File: config.mk
export PLATFORM = sky130hd
export DESIGN_NAME = inverter_pe
export DESIGN_NICKNAME = d
export VERILOG_FILES = /design/src/rtl/inverter_pe.sv
export SDC_FILE = /design/constraint.sdc
export NUM_CORES = 1
export LEC_CHECK = 0
export CAP_MARGIN = 20
export CORE_MARGIN = 2
export CORE_UTILIZATION = 30
export DETAILED_ROUTE_END_ITERATION = 12
export PLACE_DENSITY = 0.49
export SYNTH_ARGS = -nofsm -noshare
export SYNTH_HDL_FRONTEND = slang
export SYNTH_SLANG_ARGS = --single-unit
File: constraint.sdc
create_clock -name clk -period 5.28 [get_ports clk]
set_input_delay 1.056 -clock clk [delete_from_list [all_inputs] [get_ports clk]]
set_output_delay 1.056 -clock clk [all_outputs]
set_load 0.005 [all_outputs]
File: src/rtl/inverter_pe.sv
// inverter_pe: NoC processing element placed downstream of the scheduler.
// Addressed flits from the router are buffered in a small FIFO. Each buffered
// packet leaves with its payload bitwise inverted, its packet number kept, and
// its address rewritten to the scheduler node (DEST_X, DEST_Y).
//
// Flit layout, MSB to LSB: payload[DW], pck_no[pck_num], y[y_size], x[x_size]
//
// Ports:
//   clk, rst     rising-edge clock; asynchronous active-high reset
//   i_valid      flit from the router is valid
//   i_data       flit from the router
//   o_ready      node can accept a flit (registered, independent of i_ready)
//   o_valid      result flit is valid
//   o_data       result flit
//   i_ready      router accepts the result flit
//   o_pkt_cnt    result flits sent, saturating at 16'hFFFF
//   o_drop_cnt   misaddressed flits dropped, saturating at 8'hFF
//
// Handshake: a transfer happens on a rising edge where valid & ready are both
// high. A valid source holds its data stable until that edge; ready never
// depends combinationally on the matching valid.
module inverter_pe #(
    parameter int X           = 0,
    parameter int Y           = 0,
    parameter int DEST_X      = 0,
    parameter int DEST_Y      = 0,
    parameter int total_width = 24,
    parameter int x_size      = 2,
    parameter int y_size      = 2,
    parameter int pck_num     = 4,
    parameter int FIFO_DEPTH  = 4
) (
    input  logic                   clk,
    input  logic                   rst,
    input  logic                   i_valid,
    input  logic [total_width-1:0] i_data,
    output logic                   o_ready,
    output logic                   o_valid,
    output logic [total_width-1:0] o_data,
    input  logic                   i_ready,
    output logic [15:0]            o_pkt_cnt,
    output logic [7:0]             o_drop_cnt
);
    localparam int DW = total_width - x_size - y_size - pck_num;
    localparam int EW = DW + pck_num;
    localparam int AW = $clog2(FIFO_DEPTH);

    localparam logic [x_size-1:0] X_L      = x_size'(X);
    localparam logic [y_size-1:0] Y_L      = y_size'(Y);
    localparam logic [x_size-1:0] DEST_X_L = x_size'(DEST_X);
    localparam logic [y_size-1:0] DEST_Y_L = y_size'(DEST_Y);
    localparam logic [AW:0]       FULL_CNT = (AW+1)'(FIFO_DEPTH);
    localparam logic [AW:0]       CNT_ONE  = (AW+1)'(1);
    localparam logic [AW-1:0]     PTR_ONE  = AW'(1);

    logic [EW-1:0]          mem_q [FIFO_DEPTH];
    logic [EW-1:0]          mem_d [FIFO_DEPTH];
    logic [AW-1:0]          wr_ptr_q, wr_ptr_d;
    logic [AW-1:0]          rd_ptr_q, rd_ptr_d;
    logic [AW:0]            count_q, count_d;
    logic                   ready_q, ready_d;
    logic                   valid_q, valid_d;
    logic [total_width-1:0] data_q, data_d;
    logic [15:0]            pkt_cnt_q, pkt_cnt_d;
    logic [7:0]             drop_cnt_q, drop_cnt_d;

    logic [x_size-1:0] in_x;
    logic [y_size-1:0] in_y;
    logic [EW-1:0]     in_entry;
    logic [EW-1:0]     head;
    logic              accept;
    logic              addr_hit;
    logic              push;
    logic              pop;
    logic              fifo_empty;

    assign in_x       = i_data[x_size-1:0];
    assign in_y       = i_data[x_size +: y_size];
    // Payload and packet number are adjacent, so the entry is one slice.
    assign in_entry   = i_data[total_width-1:x_size+y_size];
    assign head       = mem_q[rd_ptr_q];

    assign accept     = i_valid & ready_q;
    assign addr_hit   = (in_x == X_L) && (in_y == Y_L);
    assign push       = accept & addr_hit;
    assign fifo_empty = (count_q == '0);
    // The output register refills whenever it is empty or being drained.
    assign pop        = !fifo_empty && (!valid_q || i_ready);

    always_comb begin
        mem_d      = mem_q;
        wr_ptr_d   = wr_ptr_q;
        rd_ptr_d   = rd_ptr_q;
        count_d    = count_q;
        valid_d    = valid_q;
        data_d     = data_q;
        pkt_cnt_d  = pkt_cnt_q;
        drop_cnt_d = drop_cnt_q;

        if (push) begin
            mem_d[wr_ptr_q] = in_entry;
            wr_ptr_d        = wr_ptr_q + PTR_ONE;
        end
        if (pop) begin
            rd_ptr_d = rd_ptr_q + PTR_ONE;
        end
        case ({push, pop})
            2'b10:   count_d = count_q + CNT_ONE;
            2'b01:   count_d = count_q - CNT_ONE;
            default: count_d = count_q;
        endcase

        if (pop) begin
            valid_d = 1'b1;
            data_d  = {~head[EW-1:pck_num], head[pck_num-1:0], DEST_Y_L, DEST_X_L};
        end else if (i_ready) begin
            valid_d = 1'b0;
        end

        if (valid_q && i_ready && (pkt_cnt_q != 16'hFFFF)) begin
            pkt_cnt_d = pkt_cnt_q + 16'd1;
        end
        if (accept && !addr_hit && (drop_cnt_q != 8'hFF)) begin
            drop_cnt_d = drop_cnt_q + 8'd1;
        end
    end

    // Registered ready: low during reset, and a pop while full only frees a
    // slot on the following cycle.
    assign ready_d = (count_d != FULL_CNT);

    always_ff @(posedge clk or posedge rst) begin
        if (rst) begin
            for (int i = 0; i < FIFO_DEPTH; i++) begin
                mem_q[i] <= '0;
            end
            wr_ptr_q   <= '0;
            rd_ptr_q   <= '0;
            count_q    <= '0;
            ready_q    <= 1'b0;
            valid_q    <= 1'b0;
            data_q     <= '0;
            pkt_cnt_q  <= '0;
            drop_cnt_q <= '0;
        end else begin
            mem_q      <= mem_d;
            wr_ptr_q   <= wr_ptr_d;
            rd_ptr_q   <= rd_ptr_d;
            count_q    <= count_d;
            ready_q    <= ready_d;
            valid_q    <= valid_d;
            data_q     <= data_d;
            pkt_cnt_q  <= pkt_cnt_d;
            drop_cnt_q <= drop_cnt_d;
        end
    end

    assign o_ready    = ready_q;
    assign o_valid    = valid_q;
    assign o_data     = data_q;
    assign o_pkt_cnt  = pkt_cnt_q;
    assign o_drop_cnt = drop_cnt_q;
endmodule

# ---- Yosys cells after proc, flatten, opt, wreduce, memory -nomap -nowiden
# Cells that the tools add are included.
dict set report totals {
  reg_bits 133
  inputBits 28
  output_inout_bits 50
  elab_cells 55
}
dict set report classes {
  addsub 6
  magnitude_cmp 3
  n_eq_ne 5
  mux 9
  bitwise 5
  n_reduce_logical 15
}
# operator count
set op_table {}
lappend op_table {{bitwise mux 80 bit} 1}
lappend op_table {{2-to-1 mux 20 bit} 3}
lappend op_table {{binary-select mux 20 bit (select 2 bit)} 1}
lappend op_table {{demux 20 bit (select 2 bit)} 1}
lappend op_table {{adder 16 x 1 -> 16 bit (second input constant)} 1}
lappend op_table {{inequality test 16 bit (second input constant)} 1}
lappend op_table {{NOT 16 bit} 1}
lappend op_table {{adder 8 x 1 -> 8 bit (second input constant)} 1}
lappend op_table {{inequality test 8 bit (second input constant)} 1}
lappend op_table {{logical AND 1 bit} 7}
lappend op_table {{greater-or-equal comparator 3 bit (second input constant)} 2}
lappend op_table {{NOT 2 -> 3 bit} 2}
lappend op_table {{one-hot mux 3 bit (2 select lines)} 1}
lappend op_table {{adder 2 x 1 -> 2 bit (second input constant)} 2}
lappend op_table {{zero test 2 bit} 2}
lappend op_table {{adder 3 x 1 -> 3 bit (second input constant)} 1}
lappend op_table {{zero test 1 bit} 3}
lappend op_table {{zero test 3 bit} 1}
lappend op_table {{< comparator 3 x 1 -> 1 bit (second input constant)} 1}
lappend op_table {{inequality test 3 bit (second input constant)} 1}
lappend op_table {{subtractor 3 x 1 -> 3 bit (second input constant)} 1}
lappend op_table {{bitwise AND 1 bit} 2}
lappend op_table {{equality test 2 x 1 -> 1 bit (second input constant)} 1}
lappend op_table {{equality test 2 bit (second input constant)} 1}
lappend op_table {{3 further kinds} 4}

# ---- Longest topological paths before layout
dict set report logic_depth {
  word_depth 6
  depth_mapped 11
  ltp_nobuf 10
}

# ---- Worst setup path after synthesis
# Ideal clock, no wire load.
dict set report synth_path {
  path_type {input-to-reg}
  from {input i_ready}
  to {register ready_q (netlist: o_ready)}
  setup_ps 124
  arrival_ps 3007
  required_time_ps 5156
  slack_ps 2148
  path_stages 11
  path_buffers 2
  path_cell_list {inv_1 -> a21oi_1 -> clkbuf_1 -> clkbuf_1 -> ha_1 -> inv_1 -> fa_1 -> xor2_1 -> nor2_1 -> xor2_1 -> nand2_1}
}
dict set report synth_via {
  elab_chain_len 5
  elab_cells_between_ends 6
  cone_classes {3 x eq/ne; 1 x mux; 2 x reduce/logical}
}
# element line_no
set synth_rtl {}
lappend synth_rtl {{start, declared} 40} ;# input logic i_ready,
lappend synth_rtl {{logical OR 1 bit (*)} 88} ;# assign pop = !fifo_empty && (!valid_q || i_ready);
lappend synth_rtl {{logical AND 1 bit (*)} 88}
lappend synth_rtl {{net pop} 74} ;# logic pop;
lappend synth_rtl {{equality test 2 x 1 -> 1 bit / equality test 2 bit (equally long branches)} 107} ;# case ({push, pop})
lappend synth_rtl {{one-hot mux 3 bit (2 select lines) (*)} 107}
lappend synth_rtl {{net count_d[2]} 60} ;# logic [AW:0] count_q, count_d;
lappend synth_rtl {{inequality test 3 bit (*)} 130} ;# assign ready_d = (count_d != FULL_CNT);
lappend synth_rtl {{net ready_d} 61} ;# logic ready_q, ready_d;
lappend synth_rtl {{end signal, assigned} 150} ;# ready_q <= ready_d;
lappend synth_rtl {{end, declared} 61}
# Mark *: on every way through the listed nets, which the timed path passes. The rest lies on a longest branch.
# A chain may end at the register's enable or synchronous reset.

# ---- Worst setup path in the final report
dict set report layout_path {
  from {input i_data[1]}
  to {register ready_q (netlist: o_ready)}
}
dict set report layout_via {
  elab_chain_len 6
  elab_cells_between_ends 7
  cone_classes {3 x eq/ne; 1 x mux; 1 x bitwise; 2 x reduce/logical}
}
# element line_no
set layout_rtl {}
lappend layout_rtl {{start, declared} 36} ;# input logic [total_width-1:0] i_data,
lappend layout_rtl {{zero test 2 bit (*)} 84} ;# assign addr_hit = (in_x == X_L) && (in_y == Y_L);
lappend layout_rtl {{logical AND 1 bit (*)} 84}
lappend layout_rtl {{bitwise AND 1 bit (*)} 85} ;# assign push = accept & addr_hit;
lappend layout_rtl {{equality test 2 x 1 -> 1 bit / equality test 2 bit (equally long branches)} 107}
lappend layout_rtl {{one-hot mux 3 bit (2 select lines) (*)} 107}
lappend layout_rtl {{net count_d[1]} 60}
lappend layout_rtl {{inequality test 3 bit (*)} 130}
lappend layout_rtl {{net ready_d} 61}
# Marked as above.

==> impl.org <==
** Timing
- Final Max Slew Viols :: 0
- Number of failing hold endpoints at the final stage :: 0
- Final setup viols :: 0
- For the pin with the worst max-slew slack, the measured transition is 939 ps.
- Share of the clock period used by the worst path :: 0.558
- Normalized max-slew margin :: 0.374
- Achievable clock frequency :: 340 MHz
- Across the routed clock network, the largest skew measured is 6.21 ps.
- Across all hold checks on the routed design, the worst slack comes to 499 ps.
- For the finished layout, the period the worst path requires is 2940 ps.
- After routing, the total negative slack on setup checks comes to 0 ps.
- Setup repair after global routing left no endpoint under its margin.

** Clocking
- TritonCTS created 17 clock buffers.
- Number of setup buffers added after CTS :: 0
- TritonCTS clock tree :: yes
- The tree built by TritonCTS fans out to 133 sinks.
- The clock passes through at most 2 buffers.
- Clock insertion delay at the later pin of the skew report :: 410 ps
- Gates resized, CTS repair :: 0
- In this run, post-CTS hold repair placed 0 buffers.
- Number of H-tree branching levels :: 4
- Buffer cell driving the clock tree root :: clkbuf_16
- After clock tree synthesis, the clock-pin slew on the worst setup and hold paths is 50 ps.

** Routing
- Total DRC errors in the routed layout :: 0
- After detailed routing, the average wire length per cell comes to 16.1 um.
- First-pass DRT Iterations :: 4
- The first routing iteration left 121 violations.
- Wires add up to 12.2 mm.
- The detail route stage leaves a number of antenna-violating nets equal to 0.
- Summing over every cut layer, the via total after detailed routing is 3506.
- After detailed routing, the number of vias per cell comes to 4.60.

** Worst setup path
- The setup path with the least slack is of type primary input to flip-flop.
- The worst setup path is captured at a flip-flop.
- Worst EP arrival :: 3290 ps
- In this run the worst path has a maximum fanout of 8.
- Source of the critical timing path :: i_data[1]
- The worst setup path is launched from a primary input.
- Critical R2R Launch :: o_ready$_DFF_PP0_
- Required time worst endpoint :: 5630 ps

** Synth
- Number of distinct library cells after synthesis :: 39
- Ranking of synthesized cells by instance count :: dfrtp_1 (133), mux2_2 (82), nor2_1 (24), mux4_2 (20), xor2_1 (19)
- Cell types occupying the most area after synthesis :: dfrtp_1 (57%), mux2_2 (16%), mux4_2 (7.7%), xor2_1 (2.8%), buf_6 (1.5%)
- Average instance area after synthesis :: 14.4 um^2
- The share of synthesized area in the top cell type comes to 0.567.
- Counting flops and latches in the post-synthesis netlist gives 133.
- Leading cell type by number of instances after synthesis :: dfrtp_1
- Most used flip-flop cell after synthesis :: dfrtp_1
- Area of the mapped netlist :: 5870 um^2
- Biggest area consumer among synthesized cells :: dfrtp_1
- Cells after synthesis :: 409
- Of the synthesized area, sequential elements account for 0.567.
- After synthesis, the share of flip-flops with an asynchronous set or reset is 1.00.
- Number of synthesized flops with an enable pin :: 0
- Yosys printed 0 warnings.

** Min path
- Hold Crit Class :: flip-flop to flip-flop
- Worst hold path startpoint :: mem_q[27]$_DFFE_PP0P_

** Finish
- Final non-filler cell area :: 7430 um^2
- Non-filler instance count after layout :: 762
- In the final layout, the share of cells above drive strength 1 is 0.294.
- Final net count :: 523
- Inserted Diodes :: 0
- Layout fillers :: 1838
- Area used by multi-input combinational logic :: 2370 um^2
- In the final layout, flip-flops and latches occupy 3330 um^2.
- Relative to the synthesized area, the layout overhead comes to 26.5%.

** Run
- Count of maximum capacitance violations :: 0

** Floorplan
- Area of the placeable core :: 19300 um^2
- Die height :: 144 um
- Overall die area :: 20700 um^2
- Row Count :: 51
- 78 I/O pins were placed.
- Starting density of the core :: 0.304
- From left edge to right edge, the die measures 144 um.

** Place
- Placement Cell Area :: 6820 um^2
- At the end of routability-driven placement, the weighted congestion stood at 0.734.
- Once detailed placement completed, the half-perimeter wirelength came to 7.53 mm.
- Dpl cells :: 732
- Buffers placed on the I/O ports in this run total 73.

** Pwr
- Power per cell area :: 512 nW/um^2
- Worst-case vdd ir drop :: 0.242 mV
- In this run the static leakage power is 3.36 nW.

** GRT
- For this run the aggregate overflow at the end of global routing stands at 0.
- The first global-routing pass estimated 19.7 mm of wire.
- Overall Global Routing Usage :: 0.127
- The via count of the first global-routing pass was 3654.
- Pin count of the biggest net entering global routing :: 105
- Antenna violations before repair :: 0

** Run status
- The run finished with clean final reports.
[logic make-up (layout without fill, tap and decap cells)]
group | Yosys count | after routing | synth area share
xor+xnor | 26 | 26 | 0.0388
mux | 107 | 107 | 0.246
simple gates | 79 | 79 | 0.0725
flops | 133 | 133 | 0.567
compound gates | 25 | 25 | 0.0243
other cells | 1 | 4 | 0.000639
fa+ha+maj | 8 | 8 | 0.0183
buf+inv | 30 | 115 | 0.0324
[through the flow]
stage           util  worst slack [ps]  total power, mW
6_report       0.384              2340             3.80
5_1_grt        0.384              2230             4.05
2_1_floorplan      -               670             2.25
3_5_place_dp   0.353              1910             2.67
3_3_place_gp   0.353              1980             2.62
4_1_cts        0.383              2340             3.84
[sequential cells by signal, summed over array words and instances, names as in the netlist]
| name | cells |
|---|---|
| o_pkt_cnt | 16 |
| mem_q | 80 |
| wr_ptr_q | 2 |
| rd_ptr_q | 2 |
| count_q | 3 |
| o_valid | 1 |
| o_drop_cnt | 8 |
| o_data | 20 |
| o_ready | 1 |
[path summary, 6_finish.rpt]
path	to	slack, ps	depth (start not counted)
min	mem_q[27]$_DFFE_PP0P_	500	1
max	o_ready$_DFF_PP0_	2340	10
max reg2reg	o_ready$_DFF_PP0_	3320	10
min in group asynchronous	o_valid$_DFFE_PP0P_	1250	2
min reg2reg	mem_q[27]$_DFFE_PP0P_	500	1
max in group asynchronous	o_pkt_cnt[9]$_DFFE_PP0P_	3070	3
[where the power goes]
group	internal [mW]	switching, mW	leakage (nW)
logic	0.656	0.366	1.39
clock network	0.749	0.404	0.285
registers	1.35	0.280	1.68
[critical path: stages]
cell and delay (ps):
clkdlybuf4s50_1 390, or4_4 590, nor2_8 180, inv_1 70, ha_1 220, inv_1 70
fa_1 410, mux2i_1 170, nor2_1 70, nand2_1 60
[final cells by class]
type | instances | area share
clock buffer | 25 | 0.0681
clock inverter | 4 | 0.00944
inverter | 10 | 0.00573
multi-input combinational | 249 | 0.320
sequential | 133 | 0.448
tap | 265 | 0.0447
timing repair buffer | 76 | 0.104
[metal layers]
layer,global-route usage,vias up,share of wire
li1,-,1619,-
met1,0.167,1806,0.46
met2,0.201,67,0.48
met3,0.0360,14,0.046
met4,0.0433,0,0.011
met5,0,-,0
[cell usage in the layout (no fill, tap or decap), drive strengths merged, types with 9 or more instances in the layout]
| cell | n |
|---|---|
| dfrtp | 133 |
| mux2 | 86 |
| clkdlybuf4s50 | 73 |
| nor2 | 25 |
| clkbuf | 25 |
| mux4 | 20 |
| xor2 | 19 |
| a21oi | 17 |
| nand2 | 17 |
| inv | 10 |
| nand3 | 9 |
Note: power is estimated with default switching activity, not from simulation.
